[config.mk]
export PLATFORM = sky130hd
export DESIGN_NAME = word_pair_sequencer_flat
export DESIGN_NICKNAME = d
export VERILOG_FILES = /design/src/rtl/word_pair_sequencer_pkg.sv /design/src/rtl/word_pair_sequencer_if.sv /design/src/rtl/word_pair_sequencer_cycle_counter.sv /design/src/rtl/word_pair_sequencer.sv /design/src/flat_wrapper.sv
export SDC_FILE = /design/constraint.sdc
export NUM_CORES = 1
export LEC_CHECK = 0
export ABC_AREA = 0
export CAP_MARGIN = 30
export CORE_ASPECT_RATIO = 0.9
export CORE_MARGIN = 1
export CORE_UTILIZATION = 40
export DETAILED_ROUTE_END_ITERATION = 10
export DONT_BUFFER_PORTS = 1
export PLACE_DENSITY_LB_ADDON = 0.15
export SLEW_MARGIN = 20
export SYNTH_ARGS = -nofsm -noshare
export SYNTH_HDL_FRONTEND = slang
export SYNTH_SLANG_ARGS = --single-unit
[constraint.sdc]
create_clock -name clk -period 5.1 [get_ports clk]
set_clock_uncertainty 0.05 [all_clocks]
set_input_delay 0.765 -clock clk [delete_from_list [all_inputs] [get_ports clk]]
set_output_delay 0.765 -clock clk [all_outputs]
set_load 0.02 [all_outputs]
[src/rtl/word_pair_sequencer_pkg.sv]
// Shared constants and types for the byte-pair feeder of the byte-to-word synchronizer.
// State encodings are fixed so the state register can be probed in bring-up.
package word_pair_sequencer_pkg;

    typedef enum logic [1:0] {
        WAIT_LO = 2'd0,
        WAIT_HI = 2'd1,
        HOLD    = 2'd2
    } state_e;

    localparam int DEF_TIMEOUT     = 16;
    localparam int DEF_HOLD_CYCLES = 4;
    localparam int DEF_CNT_W       = 8;

    // Counters run up from zero, so an N-cycle window ends on count N-1.
    function automatic int term_of(input int n);
        return (n > 0) ? n - 1 : 0;
    endfunction

endpackage

[src/rtl/word_pair_sequencer_if.sv]
// Byte-stream handshake plus the strobe bus into the byte-to-word synchronizer.
// The master feeds bytes and observes the strobes; the sequencer is the slave.
interface word_pair_sequencer_if;
    logic [7:0] in_data;
    logic       in_valid;
    logic       in_ready;
    logic [7:0] d;
    logic       en0;
    logic       en1;
    logic       ld;

    modport master (
        output in_data, in_valid,
        input  in_ready, d, en0, en1, ld
    );

    modport slave (
        input  in_data, in_valid,
        output in_ready, d, en0, en1, ld
    );
endinterface

[src/rtl/word_pair_sequencer_cycle_counter.sv]
// Up-counter with synchronous clear (priority over enable) and a terminal-count flag.
// Used for both the orphaned-low-byte timeout and the post-load hold-off.
module word_pair_sequencer_cycle_counter #(
    parameter int CNT_W = 8
) (
    input  logic             clk,
    input  logic             rst_n,
    input  logic             clr,
    input  logic             en,
    input  logic [CNT_W-1:0] term,
    output logic             tc
);

    logic [CNT_W-1:0] cnt;

    always_ff @(posedge clk or negedge rst_n) begin
        if (!rst_n) begin
            cnt <= '0;
        end else if (clr) begin
            cnt <= '0;
        end else if (en) begin
            cnt <= cnt + 1'b1;
        end
    end

    assign tc = (cnt == term);

endmodule

[src/rtl/word_pair_sequencer.sv]
// Pairs an incoming byte stream low-then-high and strobes it into the synchronizer,
// with a post-load hold-off and a timeout that discards orphaned low bytes.
module word_pair_sequencer
    import word_pair_sequencer_pkg::*;
#(
    parameter int TIMEOUT     = DEF_TIMEOUT,
    parameter int HOLD_CYCLES = DEF_HOLD_CYCLES,
    parameter int CNT_W       = DEF_CNT_W
) (
    input  logic                 clk,
    input  logic                 rst_n,
    input  logic                 clr,
    word_pair_sequencer_if.slave bus,
    output logic                 busy,
    output logic                 err_timeout,
    output logic [7:0]           pair_count
);

    localparam logic [CNT_W-1:0] TO_TERM   = CNT_W'(term_of(TIMEOUT));
    localparam logic [CNT_W-1:0] HOLD_TERM = CNT_W'(term_of(HOLD_CYCLES));

    state_e     state, state_nx;
    logic [7:0] d_q, d_nx;
    logic       en0_q, en0_nx;
    logic       en1_q, en1_nx;
    logic       ld_q, ld_nx;
    logic       err_nx;
    logic [7:0] pc_nx;
    logic       acc;
    logic       to_clr, to_en, to_tc;
    logic       ho_clr, ho_en, ho_tc;

    assign bus.in_ready = ((state == WAIT_LO) || (state == WAIT_HI)) && !clr;
    assign acc          = bus.in_valid && bus.in_ready;
    assign busy         = (state == WAIT_HI) || (state == HOLD);
    assign bus.d        = d_q;
    assign bus.en0      = en0_q;
    assign bus.en1      = en1_q;
    assign bus.ld       = ld_q;

    word_pair_sequencer_cycle_counter #(.CNT_W(CNT_W)) u_timeout (
        .clk   (clk),
        .rst_n (rst_n),
        .clr   (to_clr),
        .en    (to_en),
        .term  (TO_TERM),
        .tc    (to_tc)
    );

    word_pair_sequencer_cycle_counter #(.CNT_W(CNT_W)) u_hold (
        .clk   (clk),
        .rst_n (rst_n),
        .clr   (ho_clr),
        .en    (ho_en),
        .term  (HOLD_TERM),
        .tc    (ho_tc)
    );

    always_ff @(posedge clk or negedge rst_n) begin
        if (!rst_n) begin
            state       <= WAIT_LO;
            d_q         <= 8'h00;
            en0_q       <= 1'b0;
            en1_q       <= 1'b0;
            ld_q        <= 1'b0;
            err_timeout <= 1'b0;
            pair_count  <= 8'h00;
        end else begin
            state       <= state_nx;
            d_q         <= d_nx;
            en0_q       <= en0_nx;
            en1_q       <= en1_nx;
            ld_q        <= ld_nx;
            err_timeout <= err_nx;
            pair_count  <= pc_nx;
        end
    end

    // Strobes default low every cycle so each pulse is exactly one cycle wide.
    always_comb begin
        state_nx = state;
        d_nx     = d_q;
        en0_nx   = 1'b0;
        en1_nx   = 1'b0;
        ld_nx    = 1'b0;
        err_nx   = err_timeout;
        pc_nx    = pair_count;
        to_clr   = 1'b0;
        to_en    = 1'b0;
        ho_clr   = 1'b0;
        ho_en    = 1'b0;
        if (clr) begin
            state_nx = WAIT_LO;
            err_nx   = 1'b0;
            pc_nx    = 8'h00;
            to_clr   = 1'b1;
            ho_clr   = 1'b1;
        end else begin
            case (state)
                WAIT_LO: begin
                    if (acc) begin
                        d_nx     = bus.in_data;
                        en0_nx   = 1'b1;
                        state_nx = WAIT_HI;
                        to_clr   = 1'b1;
                    end
                end
                WAIT_HI: begin
                    // A high byte arriving in the last window cycle beats the timeout.
                    if (acc) begin
                        d_nx     = bus.in_data;
                        en1_nx   = 1'b1;
                        ld_nx    = 1'b1;
                        pc_nx    = pair_count + 8'd1;
                        state_nx = (HOLD_CYCLES == 0) ? WAIT_LO : HOLD;
                        ho_clr   = 1'b1;
                    end else begin
                        to_en = 1'b1;
                        if ((TIMEOUT != 0) && to_tc) begin
                            state_nx = WAIT_LO;
                            err_nx   = 1'b1;
                        end
                    end
                end
                HOLD: begin
                    ho_en = 1'b1;
                    if (ho_tc) begin
                        state_nx = WAIT_LO;
                    end
                end
                default: state_nx = WAIT_LO;
            endcase
        end
    end

endmodule

[src/flat_wrapper.sv]
// flat-port wrapper written by rule: the top's interface ports become plain ports
module word_pair_sequencer_flat import word_pair_sequencer_pkg::*;
#(
    parameter int TIMEOUT     = DEF_TIMEOUT,
    parameter int HOLD_CYCLES = DEF_HOLD_CYCLES,
    parameter int CNT_W       = DEF_CNT_W
)
  (clk, rst_n, clr, busy, err_timeout, pair_count, bus_in_data, bus_in_valid, bus_in_ready, bus_d, bus_en0, bus_en1, bus_ld);
  word_pair_sequencer_if bus_i ();
  input  logic clk;
  input  logic rst_n;
  input  logic clr;
  output logic busy;
  output logic err_timeout;
  output logic [7:0] pair_count;
  input wire logic [$bits(bus_i.in_data)-1:0] bus_in_data;
  input wire logic [$bits(bus_i.in_valid)-1:0] bus_in_valid;
  output wire logic [$bits(bus_i.in_ready)-1:0] bus_in_ready;
  output wire logic [$bits(bus_i.d)-1:0] bus_d;
  output wire logic [$bits(bus_i.en0)-1:0] bus_en0;
  output wire logic [$bits(bus_i.en1)-1:0] bus_en1;
  output wire logic [$bits(bus_i.ld)-1:0] bus_ld;
  assign bus_i.in_data = bus_in_data;
  assign bus_i.in_valid = bus_in_valid;
  assign bus_in_ready = bus_i.in_ready;
  assign bus_d = bus_i.d;
  assign bus_en0 = bus_i.en0;
  assign bus_en1 = bus_i.en1;
  assign bus_ld = bus_i.ld;
  word_pair_sequencer #(.TIMEOUT(TIMEOUT), .HOLD_CYCLES(HOLD_CYCLES), .CNT_W(CNT_W)) u_core (.clk(clk), .rst_n(rst_n), .clr(clr), .bus(bus_i), .busy(busy), .err_timeout(err_timeout), .pair_count(pair_count));
endmodule
==> flow_summary_export.csv <==
group,metric,value,unit
run_status,status,"completed",
logic_synthesis,syn-mean-instance-area,11.13,sq um
worst_hold_path,hold_class,"input pin to asynchronous set/reset pin",
clocking,root_buffer,"clkbuf_8",
clocking,cts_tree,"yes",
die,core-area,4156,sq um
routing,ant_nets,0,
placed_design,dp.cells,213,
die,design.die.area,4664,sq um
clocking,clkLatencyLatePin,0.28,ns
layout,drive_gt1_share,13.66,%
die,die_h,64.89,microns
timing,timing.final.crit_share,44.11,%
timing,fin_crit,2.250,ns
timing,maxSlewViolCount,0,
power,intPower,0.5280,mW
logic_synthesis,synth_cell_types,33,
die,initial_core_util,42.29,%
placed_design,dpl.hpwl,2.212,mm
routing,vias_per_cell,4.905,
clocking,h-tree-depth,2,
logic_synthesis,yosysSeqAreaShare,52.67,%
placed_design,gp_congestion,0.7502,
routing,wirelength,3.062,mm
logic_synthesis,syn_area,1758,sq um
timing,final-hold-violation-count,0,
clocking,cts_buffers,5,
run,maxCapViolCount,0,
layout,area_delta_synth_final,9.181,%
grt,grt_pass1_wl,5.202,mm
logic_synthesis,yosysWarnings,0,
logic_synthesis,ys_seq_elements,37,
clocking,clockBufferDepth,2,
power,totalPowerFinal,0.7361,mW
worst_setup_path,path_class,"flop to output pin",
layout,fillers,392,
routing,drt_iter0_drc,38,
layout,fin_util,46.18,%
grt,grt_max_degree,38,
logic_synthesis,synth_top_area_share,52.67,%
power,p_seq_share,52.2,%
grt,track_usage,14.55,%
timing,setup_viol,0,
logic_synthesis,synthCells,158,
placed_design,io_buffers,0,
routing,drc,0,
power,powerDensity,383.5,nW/um^2
routing,num_vias,1084,
clocking,cts.reportedPaths.clkPinSlew,0.08,ns
timing,fmax,0.4445,GHz
power,p_clk_share,35.3,%
layout,fin_nets,178,
timing,rsz0062_at_grt,"no",
worst_setup_path,critPathLaunchType,"flop",
die,io_pins,34,
routing,wl_per_cell,13.86,microns
timing,finalSetupTns,0,ns
layout,antenna_cells,0,
grt,grt_overflow_total,0,
clocking,cts_resized,0,
die,rows,22,
logic_synthesis,synth_top_cell_by_area,"dfrtp_1",
worst_setup_path,critical_path_arrival,1.43,ns
logic_synthesis,syn-num-nets,176,
power,switching_share,28.28,%
timing,worst_slew_pin_slew,0.5613,ns
clocking,cts_hold_buf,0,
power,p_leak,0.8547,nW
power,p_switching,0.2082,mW
worst_setup_path,path_max_fanout,4,
grt,antenna_found_initial,0,
worst_setup_path,critPathRequiredTime,4.28,ns
clocking,numClockSinks,37,
power,vdd_drop_max,214.7,uV
layout,fin_cells,221,
grt,grt_pass1_vias,1121,
timing,hold_slack,0.1168,ns
routing,firstDrtPassIters,4,
worst_setup_path,end_kind,"output pin",
power,pwr-share-comb,12.5,%
logic_synthesis,netlist_top_cells_area,"dfrtp_1, xor2_1, nor2_1, mux2_2, ha_1",
die,die_w,71.88,microns
clocking,post_cts_buffers,0,
timing,relSlewSlack,62.41,%
## routing by layer
layer  global-route usage [%]  part of all wire, %  wire length (microns)
met3                    6.065                  7.3                    225
met1                    17.05                   46                   1398
met5                        0                    0                      0
met2                    24.29                   46                   1418
met4                    4.412                 0.65                     20
## power by group through the flow
stage	registers, mW	logic, mW	clock network, mW
detailed placement	0.391	0.0935	0
global route	0.389	0.103	0.280
CTS	0.386	0.0937	0.266
global placement	0.390	0.0904	0
floorplan	0.383	0.0846	0
finish	0.385	0.0919	0.260
## state kept, by name (all words and copies together) (netlist names)
signal	count
u_core.pair_count	8
u_core.err_timeout	1
u_core.u_hold.cnt	8
u_core.bus.d	8
u_core.u_timeout.cnt	8
u_core.state	2
u_core.bus.en1	1
u_core.bus.en0	1
## through the flow
stage | instance area [sq um] | setup slack [ns]
after floorplan | 1758 | 3.057
after detailed placement | 1799 | 3.069
after global routing | 1919 | 2.742
final | 1919 | 2.850
after global placement | 1799 | 3.152
after CTS | 1919 | 2.832
## cell usage in the layout (no fill, tap or decap), types with 5 or more instances in the layout
cell,instances
and3_1,6
nor2_1,27
nand3_1,5
xnor2_1,7
nand4_1,9
xor2_1,13
mux2_2,8
dfrtp_1,37
ha_1,6
nand2_1,8
clkbuf_8,6
## synthesized netlist by cell type
cell	number
o22ai_1	1
and3_1	6
a21o_1	1
a21oi_1	3
clkbuf_8	1
a211o_1	1
nor2_1	27
nor4_1	2
ha_1	6
mux2_2	8
mux2i_1	2
or4b_4	1
o21ai_0	2
nand3_1	5
dfrtp_1	37
a22o_2	1
nor3_1	1
nand4_1	9
xor2_1	13
buf_2	1
clkbuf_1	2
or2b_2	1
nand2_1	8
or4_1	1
inv_1	4
xnor2_1	7
o211ai_1	1
nor3b_2	1
nor2b_1	1
and3_2	1
buf_4	1
o41ai_4	1
nand2b_1	1
## worst max-delay path, stage by stage (launching register included)
cell and delay (ns):
dfrtp_1 0.39, inv_1 0.13, ha_1 0.22, nor2_1 0.06, nor2_1 0.36
## worst paths after layout
kind,startpoint,endpoint,slack (ns),depth (start not counted)
hold / removal,rst_n,u_core.pair_count[5],0.12,0
setup reg to reg,u_core.state[0],u_core.bus.d[3],3.10,6
max in group asynchronous,rst_n,u_core.u_hold.cnt[1],4.80,0
hold reg to reg,u_core.u_timeout.cnt[6],u_core.u_timeout.cnt[6],0.47,1
min in group clk,u_core.u_timeout.cnt[6],u_core.u_timeout.cnt[6],0.47,1
setup / recovery,u_core.state[0],bus_in_ready,2.85,4
## logic make-up (layout without fill, tap and decap cells)
family	Yosys count	in the layout	synth area share [%]
and+or+nand+nor	65	65	18.79
DFF	37	37	52.67
xor gates and xnor gates	20	20	9.965
AOI/OAI and AO/OA	11	11	5.268
muxes	10	10	6.264
buffers and inverters	9	12	2.775
adders and majority gates	6	6	4.270
## area by class of cell
type | count | area, sq um | share of cell area [%]
clock inverters | 2 | 37.54 | 1.956
multi-input cells | 112 | 783.3 | 40.81
flip-flops and latches | 37 | 925.9 | 48.24
clock buffers | 6 | 82.58 | 4.302
well taps | 60 | 75.07 | 3.911
inverters | 4 | 15.01 | 0.7823
Note: power is estimated with default switching activity, not from simulation.
